**config.mk**
```make
export PLATFORM = sky130hd
export DESIGN_NAME = my_spi_master_flat
export DESIGN_NICKNAME = d
export VERILOG_FILES = /design/src/rtl/spim_pkg.sv /design/src/rtl/my_spi_master_if.sv /design/src/rtl/spim_tick.sv /design/src/rtl/my_spi_master.sv /design/src/flat_wrapper.sv
export SDC_FILE = /design/constraint.sdc
export NUM_CORES = 1
export LEC_CHECK = 0
export CAP_MARGIN = 15
export CORE_MARGIN = 10
export CORE_UTILIZATION = 53
export CTS_BUF_LIST = sky130_fd_sc_hd__clkbuf_16
export CTS_CLUSTER_DIAMETER = 50
export DETAILED_ROUTE_END_ITERATION = 12
export HOLD_SLACK_MARGIN = 0.02
export PLACE_DENSITY_LB_ADDON = 0.08
export SLEW_MARGIN = 20
export SYNTH_ARGS = -nofsm -noshare
export SYNTH_HDL_FRONTEND = slang
export SYNTH_SLANG_ARGS = --single-unit
```
**constraint.sdc**
```tcl
create_clock -name theClock -period 2 [get_ports theClock]
set_input_delay 0.4 -clock theClock [delete_from_list [all_inputs] [get_ports theClock]]
set_output_delay 0.4 -clock theClock [all_outputs]
set_load 0.03 [all_outputs]
```
**src/rtl/spim_pkg.sv**
```systemverilog
// spim_pkg: shared types and constants for my_spi_master.
// FSM states, frame bit positions, divider limits.
package spim_pkg;

  typedef enum logic [2:0] {
    S_Idle,
    S_Setup,
    S_High,
    S_Low,
    S_Gap,
    S_Done
  } state_e;

  localparam int FRM_W     = 32;
  localparam int FRM_WR    = 31;
  localparam int FRM_A_HI  = 30;
  localparam int FRM_A_LO  = 16;
  localparam int FRM_D_HI  = 15;
  localparam int FRM_D_LO  = 0;

  localparam int HALF_DIV_MIN = 6;
  localparam int HALF_DIV_MAX = 255;

  function automatic logic [FRM_W-1:0] mk_frame(
    input logic        wr,
    input logic [14:0] addr,
    input logic [15:0] data
  );
    logic [FRM_W-1:0] f;
    f = '0;
    f[FRM_WR] = wr;
    f[FRM_A_HI:FRM_A_LO] = addr;
    f[FRM_D_HI:FRM_D_LO] = wr ? data : 16'h0;
    return f;
  endfunction

endpackage

```
**src/rtl/my_spi_master_if.sv**
```systemverilog
// my_spi_master_if: request/response handshake bundle.
// master = requesting logic, slave = the SPI master block.
interface my_spi_master_if;
  logic        req_valid;
  logic        req_ready;
  logic        req_write;
  logic [14:0] req_addr;
  logic [15:0] req_wdata;
  logic        rsp_valid;
  logic [15:0] rsp_rdata;
  logic        rsp_err;

  modport master (
    output req_valid, req_write, req_addr, req_wdata,
    input  req_ready, rsp_valid, rsp_rdata, rsp_err
  );

  modport slave (
    input  req_valid, req_write, req_addr, req_wdata,
    output req_ready, rsp_valid, rsp_rdata, rsp_err
  );
endinterface

```
**src/rtl/spim_tick.sv**
```systemverilog
// spim_tick: loadable down-counter, strobes at the end of
// every HALF_DIV-cycle phase.
module spim_tick
  import spim_pkg::*;
#(
  parameter int HALF_DIV = 8
) (
  input  logic clk,
  input  logic rst,
  input  logic load,
  output logic tick
);

  localparam int HD = (HALF_DIV < HALF_DIV_MIN) ? HALF_DIV_MIN :
                      (HALF_DIV > HALF_DIV_MAX) ? HALF_DIV_MAX :
                      HALF_DIV;
  localparam logic [7:0] RELOAD = 8'(HD - 1);

  logic [7:0] cnt_q, cnt_d;

  // reload on request or at phase end, otherwise count down
  always_comb begin
    cnt_d = cnt_q - 8'd1;
    if (load || cnt_q == 8'd0) cnt_d = RELOAD;
  end

  assign tick = !load && (cnt_q == 8'd0);

  // counter register
  always_ff @(posedge clk) begin
    if (rst) cnt_q <= RELOAD;
    else     cnt_q <= cnt_d;
  end

endmodule

```
**src/rtl/my_spi_master.sv**
```systemverilog
// my_spi_master: 32-bit MySPI register master (CS low, SCLK idle low).
// Define SPIM_WRITE_VERIFY_EN to follow each write with a readback.
module my_spi_master
  import spim_pkg::*;
#(
  parameter int HALF_DIV = 8
) (
  input  logic          theClock,
  input  logic          theReset,
  my_spi_master_if.slave bus,
  output logic          spi_cs,
  output logic          spi_clk,
  output logic          spi_mosi,
  input  logic          spi_miso
);

  state_e      state_q, state_d;
  logic [31:0] frame_q, frame_d;
  logic [4:0]  bit_q, bit_d;
  logic [15:0] shreg_q, shreg_d;
  logic [15:0] rdata_q, rdata_d;
  logic        cs_q, cs_d;
  logic        clk_q, clk_d;
  logic        mosi_q, mosi_d;
  logic        vld_q, vld_d;
  logic        hi1_q, hi1_d;
  logic [1:0]  sync_q;
  logic        miso_s;
  logic        tick;
  logic        load;
  logic        accept;

`ifdef SPIM_WRITE_VERIFY_EN
  logic        vfy_q, vfy_d;
  logic        wr_q, wr_d;
  logic        err_q, err_d;
  logic [14:0] addr_q, addr_d;
  logic [15:0] wdata_q, wdata_d;
`endif

  assign load   = (state_q == S_Idle) || (state_q == S_Done);
  assign miso_s = sync_q[1];

  spim_tick #(
    .HALF_DIV (HALF_DIV)
  ) u_tick (
    .clk  (theClock),
    .rst  (theReset),
    .load (load),
    .tick (tick)
  );

  assign bus.req_ready = (state_q == S_Idle) && !vld_q && !theReset;
  assign accept        = bus.req_valid && bus.req_ready;

  // next-state, shifting and pin values
  always_comb begin
    state_d = state_q;
    frame_d = frame_q;
    bit_d   = bit_q;
    shreg_d = shreg_q;
    rdata_d = rdata_q;
    mosi_d  = mosi_q;
    vld_d   = 1'b0;
`ifdef SPIM_WRITE_VERIFY_EN
    vfy_d   = vfy_q;
    wr_d    = wr_q;
    err_d   = err_q;
    addr_d  = addr_q;
    wdata_d = wdata_q;
`endif
    unique case (state_q)
      S_Idle: begin
        if (accept) begin
          frame_d = mk_frame(bus.req_write, bus.req_addr,
                             bus.req_wdata);
          mosi_d  = bus.req_write;
          bit_d   = '0;
          state_d = S_Setup;
`ifdef SPIM_WRITE_VERIFY_EN
          vfy_d   = 1'b0;
          wr_d    = bus.req_write;
          addr_d  = bus.req_addr;
          wdata_d = bus.req_wdata;
`endif
        end
      end
      S_Setup: begin
        if (tick) state_d = S_High;
      end
      S_High: begin
        if (hi1_q && bit_q[4])
          shreg_d = {shreg_q[14:0], miso_s};
        if (tick) begin
          frame_d = {frame_q[30:0], 1'b0};
          mosi_d  = frame_q[FRM_WR-1];
          state_d = S_Low;
        end
      end
      S_Low: begin
        if (tick) begin
          if (bit_q == 5'd31) begin
            mosi_d  = 1'b0;
            state_d = S_Gap;
          end else begin
            bit_d   = bit_q + 5'd1;
            state_d = S_High;
          end
        end
      end
      S_Gap: begin
        if (tick) begin
          state_d = S_Done;
`ifdef SPIM_WRITE_VERIFY_EN
          if (wr_q && !vfy_q) begin
            vfy_d   = 1'b1;
            frame_d = mk_frame(1'b0, addr_q, 16'h0);
            mosi_d  = 1'b0;
            bit_d   = '0;
            state_d = S_Setup;
          end
`endif
        end
      end
      S_Done: begin
        vld_d   = 1'b1;
        rdata_d = shreg_q;
`ifdef SPIM_WRITE_VERIFY_EN
        err_d   = vfy_q && (shreg_q != wdata_q);
`endif
        state_d = S_Idle;
      end
      default: state_d = S_Idle;
    endcase
    cs_d  = !((state_d == S_Setup) || (state_d == S_High) ||
              (state_d == S_Low));
    clk_d = (state_d == S_High);
    hi1_d = (state_d == S_High) && (state_q != S_High);
  end

  // main state and pin registers
  always_ff @(posedge theClock) begin
    if (theReset) begin
      state_q <= S_Idle;
      frame_q <= '0;
      bit_q   <= '0;
      shreg_q <= '0;
      rdata_q <= '0;
      cs_q    <= 1'b1;
      clk_q   <= 1'b0;
      mosi_q  <= 1'b0;
      vld_q   <= 1'b0;
      hi1_q   <= 1'b0;
      sync_q  <= '0;
    end else begin
      state_q <= state_d;
      frame_q <= frame_d;
      bit_q   <= bit_d;
      shreg_q <= shreg_d;
      rdata_q <= rdata_d;
      cs_q    <= cs_d;
      clk_q   <= clk_d;
      mosi_q  <= mosi_d;
      vld_q   <= vld_d;
      hi1_q   <= hi1_d;
      sync_q  <= {sync_q[0], spi_miso};
    end
  end

`ifdef SPIM_WRITE_VERIFY_EN
  // readback bookkeeping for write verification
  always_ff @(posedge theClock) begin
    if (theReset) begin
      vfy_q   <= 1'b0;
      wr_q    <= 1'b0;
      err_q   <= 1'b0;
      addr_q  <= '0;
      wdata_q <= '0;
    end else begin
      vfy_q   <= vfy_d;
      wr_q    <= wr_d;
      err_q   <= err_d;
      addr_q  <= addr_d;
      wdata_q <= wdata_d;
    end
  end
  assign bus.rsp_err = err_q;
`else
  assign bus.rsp_err = 1'b0;
`endif

  assign bus.rsp_valid = vld_q;
  assign bus.rsp_rdata = rdata_q;
  assign spi_cs        = cs_q;
  assign spi_clk       = clk_q;
  assign spi_mosi      = mosi_q;

endmodule
```
**src/flat_wrapper.sv**
```systemverilog
// flat-port wrapper written by rule: the top's interface ports become plain ports
module my_spi_master_flat import spim_pkg::*;
#(
  parameter int HALF_DIV = 8
)
  (theClock, theReset, spi_cs, spi_clk, spi_mosi, spi_miso, bus_req_valid, bus_req_write, bus_req_addr, bus_req_wdata, bus_req_ready, bus_rsp_valid, bus_rsp_rdata, bus_rsp_err);
  my_spi_master_if bus_i ();
  input  logic theClock;
  input  logic theReset;
  output logic spi_cs;
  output logic spi_clk;
  output logic spi_mosi;
  input  logic spi_miso;
  input wire logic [$bits(bus_i.req_valid)-1:0] bus_req_valid;
  input wire logic [$bits(bus_i.req_write)-1:0] bus_req_write;
  input wire logic [$bits(bus_i.req_addr)-1:0] bus_req_addr;
  input wire logic [$bits(bus_i.req_wdata)-1:0] bus_req_wdata;
  output wire logic [$bits(bus_i.req_ready)-1:0] bus_req_ready;
  output wire logic [$bits(bus_i.rsp_valid)-1:0] bus_rsp_valid;
  output wire logic [$bits(bus_i.rsp_rdata)-1:0] bus_rsp_rdata;
  output wire logic [$bits(bus_i.rsp_err)-1:0] bus_rsp_err;
  assign bus_i.req_valid = bus_req_valid;
  assign bus_i.req_write = bus_req_write;
  assign bus_i.req_addr = bus_req_addr;
  assign bus_i.req_wdata = bus_req_wdata;
  assign bus_req_ready = bus_i.req_ready;
  assign bus_rsp_valid = bus_i.rsp_valid;
  assign bus_rsp_rdata = bus_i.rsp_rdata;
  assign bus_rsp_err = bus_i.rsp_err;
  my_spi_master #(.HALF_DIV(HALF_DIV)) u_core (.theClock(theClock), .theReset(theReset), .bus(bus_i), .spi_cs(spi_cs), .spi_clk(spi_clk), .spi_mosi(spi_mosi), .spi_miso(spi_miso));
endmodule
```
==> impl_metrics.ini, run 1 <==
[run_status]
status = finished, final reports clean

[routing]
drt-vias-per-instance = 5.614
drt_first_pass_iters = 4
drtAntennaViolNets = 0
drc = 0
vias = 3284
drt_iter0_markers = 163
avgRoutedWirePerCell_um = 14.30
routed_wl_mm = 8.363

[sta]
drv_slew = 0
tightest_slew_ps = 555.3
finalWorstSetupSlack_ps = 137.3
grt_setup_unrepaired = no
post-route-min-period_ps = 1863
hold_viol_final = 0
relSlewSlack_pct = 62.70
setup_viol = 0
max_freq_ghz = 0.5369
period_share_pct = 93.13
skew_ps = 7.509

[finish]
antennaDiodeCount = 0
drive_above_1_share_pct = 11.29
fin_cells = 585
multi_input_area_um2 = 1788
nNetsFinal = 540
fin_util_pct = 70.17
fillers = 567
regArea_um2 = 1722
synthToLayoutAreaGrowth_pct = 29.72

[synthesis]
ys.flop_type = dfxtp_1
synthTopCellsByCount = 122 x nand2_1, 86 x dfxtp_1, 74 x a21oi_1
syn_area_um2 = 3655
syn-num-nets = 486
synth-seq-area-share_pct = 47.11
post-synth-top-count-cell = nand2_1
ys_async_sr_fraction_pct = 0
ys_warn_count = 0
yosys-top-cells-area = dfxtp_1 47%, nand2_1 13%, a21oi_1 10%
post-synth-top-area-fraction_pct = 47.11
syn_inst = 446
syn_avg_cell_area_um2 = 8.195
synth_edf_count = 0
synth_cell_types = 48
synth_top_area_cell = dfxtp_1
ys_ff_latch = 86

[min_path]
holdCritPathClass = reg2reg

[clock_tree]
htreeDepth = 3
cts_root_buf = clkbuf_16
cts.clk_slew.worst_paths_ps = 60
cts.sinks = 86
hold_buffers = 0
numCtsBuffers = 9
clock_latency_ps = 330
cts_tree = done
ctsLongestPathBuffers = 2

[die]
boundaryPins = 58
rows = 30
core_um2 = 6756
dieArea_um2 = 10620
die_h_um = 103.0
dieWidth_um = 103.0
start_util_pct = 54.09

[power]
leakagePower_nw = 1.668
powerDensity_nw_per_um2 = 864.0
p_seq_share_pct = 43.9
p_int_mw = 3.185
combPwrFrac_pct = 8.8
p_sw_share_pct = 22.25
p_switching_mw = 0.9113
p_clk_share_pct = 47.2
peakVddDrop_v = 0.0008127

[global_routing]
grt_max_degree = 52
track_usage_pct = 16.07
grt_pass1_wl_mm = 13.99
grt_pass1_vias = 3185
antenna_found_initial = 0
grt-ovfl-total = 0

[critical_path]
cp_cell_sequence = clkdlybuf4s50_1
crit_path_start_kind = register
crit_required_ps = 1600
r2r_setup_slack_ps = 140
slowest_delay_ps = 710
crit_path_end_kind = output port
path_buf_inv = 1
cp_top_family = buffers and inverters
critPathSlowestCell = clkdlybuf4s50_1
path_max_fanout = 4
cp.arrival_ps = 1460
critPathKind = reg2out

[placement]
dpl.hpwl_mm = 5.552
post-place-ws_ps = -11.29
io_buffers = 56
place_inst = 569
routabilityCongestion = 0.8856

[run]
maxCapViolCount = 0
[per-layer routing]
layer	GRT usage, %	vias to the layer above	routed length, µm	part of all wire [%]
met2	27.06	60	4014	48
met1	18.89	1542	3906	47
met5	0	-	0	0
met4	6.203	0	67	0.80
li1	-	1674	-	-
met3	4.558	8	375	4.5
[flip-flops by register name (all words and copies together), names as in the netlist, 2 cells and up]
register	cells
u_core.bit_q	5
u_core.bus.rsp_rdata	16
u_core.frame_q	31
u_core.shreg_q	16
u_core.state_q	3
u_core.sync_q	2
u_core.u_tick.cnt_q	8
[metrics by stage]
stage / hold WS [ps] / instance area [µm²] / total power [mW] / setup TNS, ps
2_1_floorplan: 379.8 / 3655 / 2.040 / 0
5_1_grt: 428.2 / 4741 / 4.252 / 0
3_5_place_dp: 401.8 / 4358 / 2.195 / -19.40
6_report: 413.3 / 4741 / 4.096 / 0
3_3_place_gp: 400.7 / 4358 / 2.187 / 0
4_1_cts: 417.1 / 4710 / 4.134 / 0
[layout make-up]
cell class / instances / share of cell area, %
Inverter: 3 / 0.2375
Multi-Input combinational cell: 322 / 37.71
Timing Repair Buffer: 78 / 16.20
Tap cell: 80 / 2.111
Sequential cell: 86 / 36.32
Clock inverter: 7 / 2.666
Clock buffer: 9 / 4.751
[power groups by stage]
stage / clock, mW / combinational, mW / sequential (mW)
finish: 1.93 / 0.362 / 1.80
global route: 2.05 / 0.395 / 1.80
floorplan: 0 / 0.201 / 1.84
detailed placement: 0 / 0.360 / 1.84
global placement: 0 / 0.352 / 1.84
CTS: 1.97 / 0.362 / 1.80
[placed cells by master (no fill, tap or decap), types with 4 or more instances in the layout]
cell type        instances
a21oi_1                 73
clkdlybuf4s50_1         54
buf_12                   4
o21ai_0                  6
nor3b_1                  5
clkbuf_16                9
dfxtp_1                 86
nor2_1                  10
nand2_1                122
nand3_1                 19
buf_4                   19
a311oi_1                31
[kinds of logic after synthesis]
group           share of synthesized area (%)
mux                                    0.5478
simple gates                            24.27
compound gates                          20.27
fa+ha+maj                               1.369
other cells                            0.1026
xor+xnor                                1.198
buf+inv                                 5.135
flops                                   47.11
[repair_timing]
item | CTS | global route
buffers inserted | 0 | 0
setup endpoints to repair | 0 | 17
resized for setup | 0 | 6
[path summary, 6_finish.rpt]
path	from	end	depth (start not counted)
max	u_core.bus.rsp_valid$_SDFF_PP0_	bus_rsp_valid	1
min	u_core.u_tick.cnt_q[0]$_SDFF_PP1_	u_core.u_tick.cnt_q[0]$_SDFF_PP1_	1
max reg2reg	u_core.u_tick.cnt_q[0]$_SDFF_PP1_	u_core.frame_q[14]$_SDFFE_PP0P_	8
min reg2reg	u_core.u_tick.cnt_q[0]$_SDFF_PP1_	u_core.u_tick.cnt_q[0]$_SDFF_PP1_	1
Power figures use the tool's default switching activity.
==> inputs of run 2 (changes only) <==
--- a/config.mk
+++ b/config.mk
@@ -7,7 +7,7 @@
 export LEC_CHECK = 0
 export CAP_MARGIN = 15
 export CORE_MARGIN = 10
-export CORE_UTILIZATION = 53
+export CORE_UTILIZATION = 54
 export CTS_BUF_LIST = sky130_fd_sc_hd__clkbuf_16
 export CTS_CLUSTER_DIAMETER = 50
 export DETAILED_ROUTE_END_ITERATION = 12
@@ -16,4 +16,5 @@
 export SLEW_MARGIN = 20
 export SYNTH_ARGS = -nofsm -noshare
 export SYNTH_HDL_FRONTEND = slang
+export SYNTH_HIERARCHICAL = 1
 export SYNTH_SLANG_ARGS = --single-unit
==> constraint.sdc (replaced) <==
create_clock -name theClock -period 2 [get_ports theClock]
set_input_delay 0.4 -clock theClock [delete_from_list [all_inputs] [get_ports theClock]]
set_output_delay 0.4 -clock theClock [all_outputs]
set_load 0.01 [all_outputs]
==> run 2 against run 1 <==
The run now ends with setup timing left. Non-clock buffer count increased by 24. Critical path depth grew 8. Total power fell by 3.4%. First-iteration DRC count is 32% lower. Setup slack got worse by 200 ps. Fmax is 9.5% lower. Utilization grew 6.5 points. Clock power fell by 9.8%. Global-route usage shrank 0.84 points. Clock-buffer cell count unchanged. Clock skew rose by 1.4 ps. Critical endpoint is now u_core/frame_q[10]$_SDFFE_PP0P_. Highest routed layer unchanged.
==> impl_metrics.ini, run 2 <==
[synthesis]
syn-num-nets = 459
syn_avg_cell_area_um2 = 9.198
synth_cell_types = 50
synth-seq-area-share_pct = 44.78
post-synth-top-count-cell = dfxtp_1
synthTopCellsByCount = 86 x dfxtp_1, 85 x nand2_1, 53 x nor2_1
synth_top_area_cell = dfxtp_1
ys_warn_count = 6
ys.flop_type = dfxtp_1
syn_area_um2 = 3845
yosys-top-cells-area = dfxtp_1 45%, a311oi_2 12%, nand2_1 8.3%
synth_edf_count = 0
ys_async_sr_fraction_pct = 0
ys_ff_latch = 86
post-synth-top-area-fraction_pct = 44.78
syn_inst = 418

[finish]
fin_util_pct = 76.65
fin_cells = 598
antennaDiodeCount = 0
nNetsFinal = 538
fillers = 463
largest_reg_flops = 31
top_register = u_core/frame_q
layout_commonest_cell = nand2_1
final_cell_mix = 85 x nand2_1, 84 x dfxtp_1, 54 x clkdlybuf4s50_1
drive_above_1_share_pct = 24.70
synthToLayoutAreaGrowth_pct = 36.93
multi_input_area_um2 = 2011
regArea_um2 = 1724

[critical_path]
r2r_start = u_core/u_tick/cnt_q[0]$_SDFF_PP1_
worstRegToRegCells = 9
r2r_setup_slack_ps = -60
path_max_fanout = 6
crit_path_start_kind = register
critPathKind = reg2reg
worstReg2RegEnd = u_core/frame_q[10]$_SDFFE_PP0P_
crit_path_end_kind = register
crit_required_ps = 2230
cp.arrival_ps = 2290

[clock_tree]
ctsLongestPathBuffers = 2
htreeDepth = 3
cts_root_buf = clkbuf_16
cts_tree = done
clock_latency_ps = 340
cts.clk_slew.worst_paths_ps = 70
cts.sinks = 86
numCtsBuffers = 9

[power]
peakVddDrop_v = 0.0004264
p_sw_share_pct = 24.28
p_switching_mw = 0.9608
p_seq_share_pct = 45.4
p_int_mw = 2.996
p_clk_share_pct = 43.9
combPwrFrac_pct = 10.8
leakagePower_nw = 1.939
powerDensity_nw_per_um2 = 751.5

[global_routing]
grt_pass1_vias = 3099
grt_max_degree = 47
grt-ovfl-total = 0
antenna_found_initial = 0
grt_pass1_wl_mm = 14.28
track_usage_pct = 15.23

[routing]
drtAntennaViolNets = 0
drt_iter0_markers = 111
drc = 0
drt_first_pass_iters = 4
drt-vias-per-instance = 5.468
routed_wl_mm = 9.497
vias = 3270
avgRoutedWirePerCell_um = 15.88

[die]
rows = 30
dieWidth_um = 104.4
dieArea_um2 = 10900
core_um2 = 6869
die_h_um = 104.4
boundaryPins = 58
start_util_pct = 55.97

[sta]
skew_ps = 8.900
grt_setup_unrepaired = yes
setup_viol = 5
hold_viol_final = 0
max_freq_ghz = 0.4859
period_share_pct = 102.9
relSlewSlack_pct = 56.41
tightest_slew_ps = 653.1
drv_slew = 0
holdWs_ps = 450.2
post-route-min-period_ps = 2058
finalWorstSetupSlack_ps = -58.12

[min_path]
hold_path_end = u_core/sync_q[1]$_SDFF_PP0_
holdCritPathClass = reg2reg
hold_start = u_core/sync_q[0]$_SDFF_PP0_
min_path_cells = 1

[run]
maxCapViolCount = 0

[placement]
place_inst = 567
post-place-ws_ps = -59.26
dpl.hpwl_mm = 5.693
io_buffers = 56
routabilityCongestion = 0.7903

[run_status]
status = finished, violations left
violations = setup timing
-- run 2: per-stage QoR --
| step | TNS (ps) | instance area, µm² | power, mW |
|---|---|---|---|
| CTS | -13.31 | 4972 | 3.901 |
| finish | -109.8 | 5265 | 3.957 |
| global route | -1388 | 5265 | 4.086 |
| floorplan | 0 | 3856 | 2.033 |
| detailed placement | -232.9 | 4599 | 2.162 |
| global placement | -3.378 | 4599 | 2.152 |
-- run 2: how the worst max path moves through the flow --
stage	start	end	slack [ps]	cells after the start
2_1_floorplan	u_core/u_tick/cnt_q[0]$_SDFF_PP1_	u_core/bit_q[1]$_SDFFE_PP0P_	20	8
3_3_place_gp	theReset	bus_req_ready	-3	3
3_5_place_dp	bus_req_valid	u_core/frame_q[19]$_SDFFE_PP0P_	-60	6
4_1_cts	u_core/u_tick/cnt_q[1]$_SDFF_PP1_	u_core/bit_q[2]$_SDFFE_PP0P_	-10	8
5_1_grt	u_core/u_tick/cnt_q[1]$_SDFF_PP1_	u_core/bit_q[4]$_SDFFE_PP0P_	-130	9
6_report	u_core/u_tick/cnt_q[0]$_SDFF_PP1_	u_core/frame_q[10]$_SDFFE_PP0P_	-60	9
-- run 2: power by group through the flow --
stage / Clock [mW] / Sequential [mW] / Combinational, mW
6_report: 1.74 / 1.79 / 0.426
5_1_grt: 1.83 / 1.80 / 0.455
4_1_cts: 1.76 / 1.79 / 0.352
3_5_place_dp: 0 / 1.83 / 0.335
3_3_place_gp: 0 / 1.83 / 0.325
2_1_floorplan: 0 / 1.82 / 0.209
-- run 2: cells by family (layout without fill, tap and decap cells) --
family,count (synthesis),count (layout),synth area share [%]
AO/OA/AOI/OAI,65,65,17.47
buffers and inverters,40,124,5.629
multiplexers,20,20,5.207
AND/OR/NAND/NOR,196,196,24.05
other,1,1,0.09753
adder cells (fa/ha/maj),5,5,1.627
flip-flops,86,86,44.78
XOR/XNOR,5,5,1.139
-- run 2: cell type report --
cell class,count,area share (%)
flip-flops and latches,86,32.75
repair buffers,102,20.44
clock buffers,9,4.278
multi-input cells,292,38.19
inverters,6,0.4278
well taps,96,2.281
clock inverters,7,1.640
-- run 2: worst max-delay path: stages (launching register included) --
cell and delay [ps]:
dfxtp_2 320, inv_2 70, ha_4 130, or3b_4 390
nor3_4 230, a22o_4 230, buf_6 120, buf_12 120
nor2_2 50, a311oi_2 290
-- run 2: repair_timing --
action / CTS / global route
gates resized for setup: 8 / 28
hold buffers: 0 / 0
cloned: 1 / 6
setup endpoints to repair: 25 / 37
endpoints found under the hold margin: 0 / 0
buffers inserted: 0 / 8
pin swaps: 0 / 17
-- run 2: layer usage --
metal / part of all wire (%) / routed length [µm] / up-vias / global-route usage [%]
met2: 51 / 4820 / 82 / 25.02
met1: 43 / 4108 / 1560 / 18.61
met3: 4.0 / 376 / 20 / 3.656
met4: 2.0 / 191 / 0 / 6.064
li1: - / - / 1608 / -
met5: 0 / 0 / - / 0
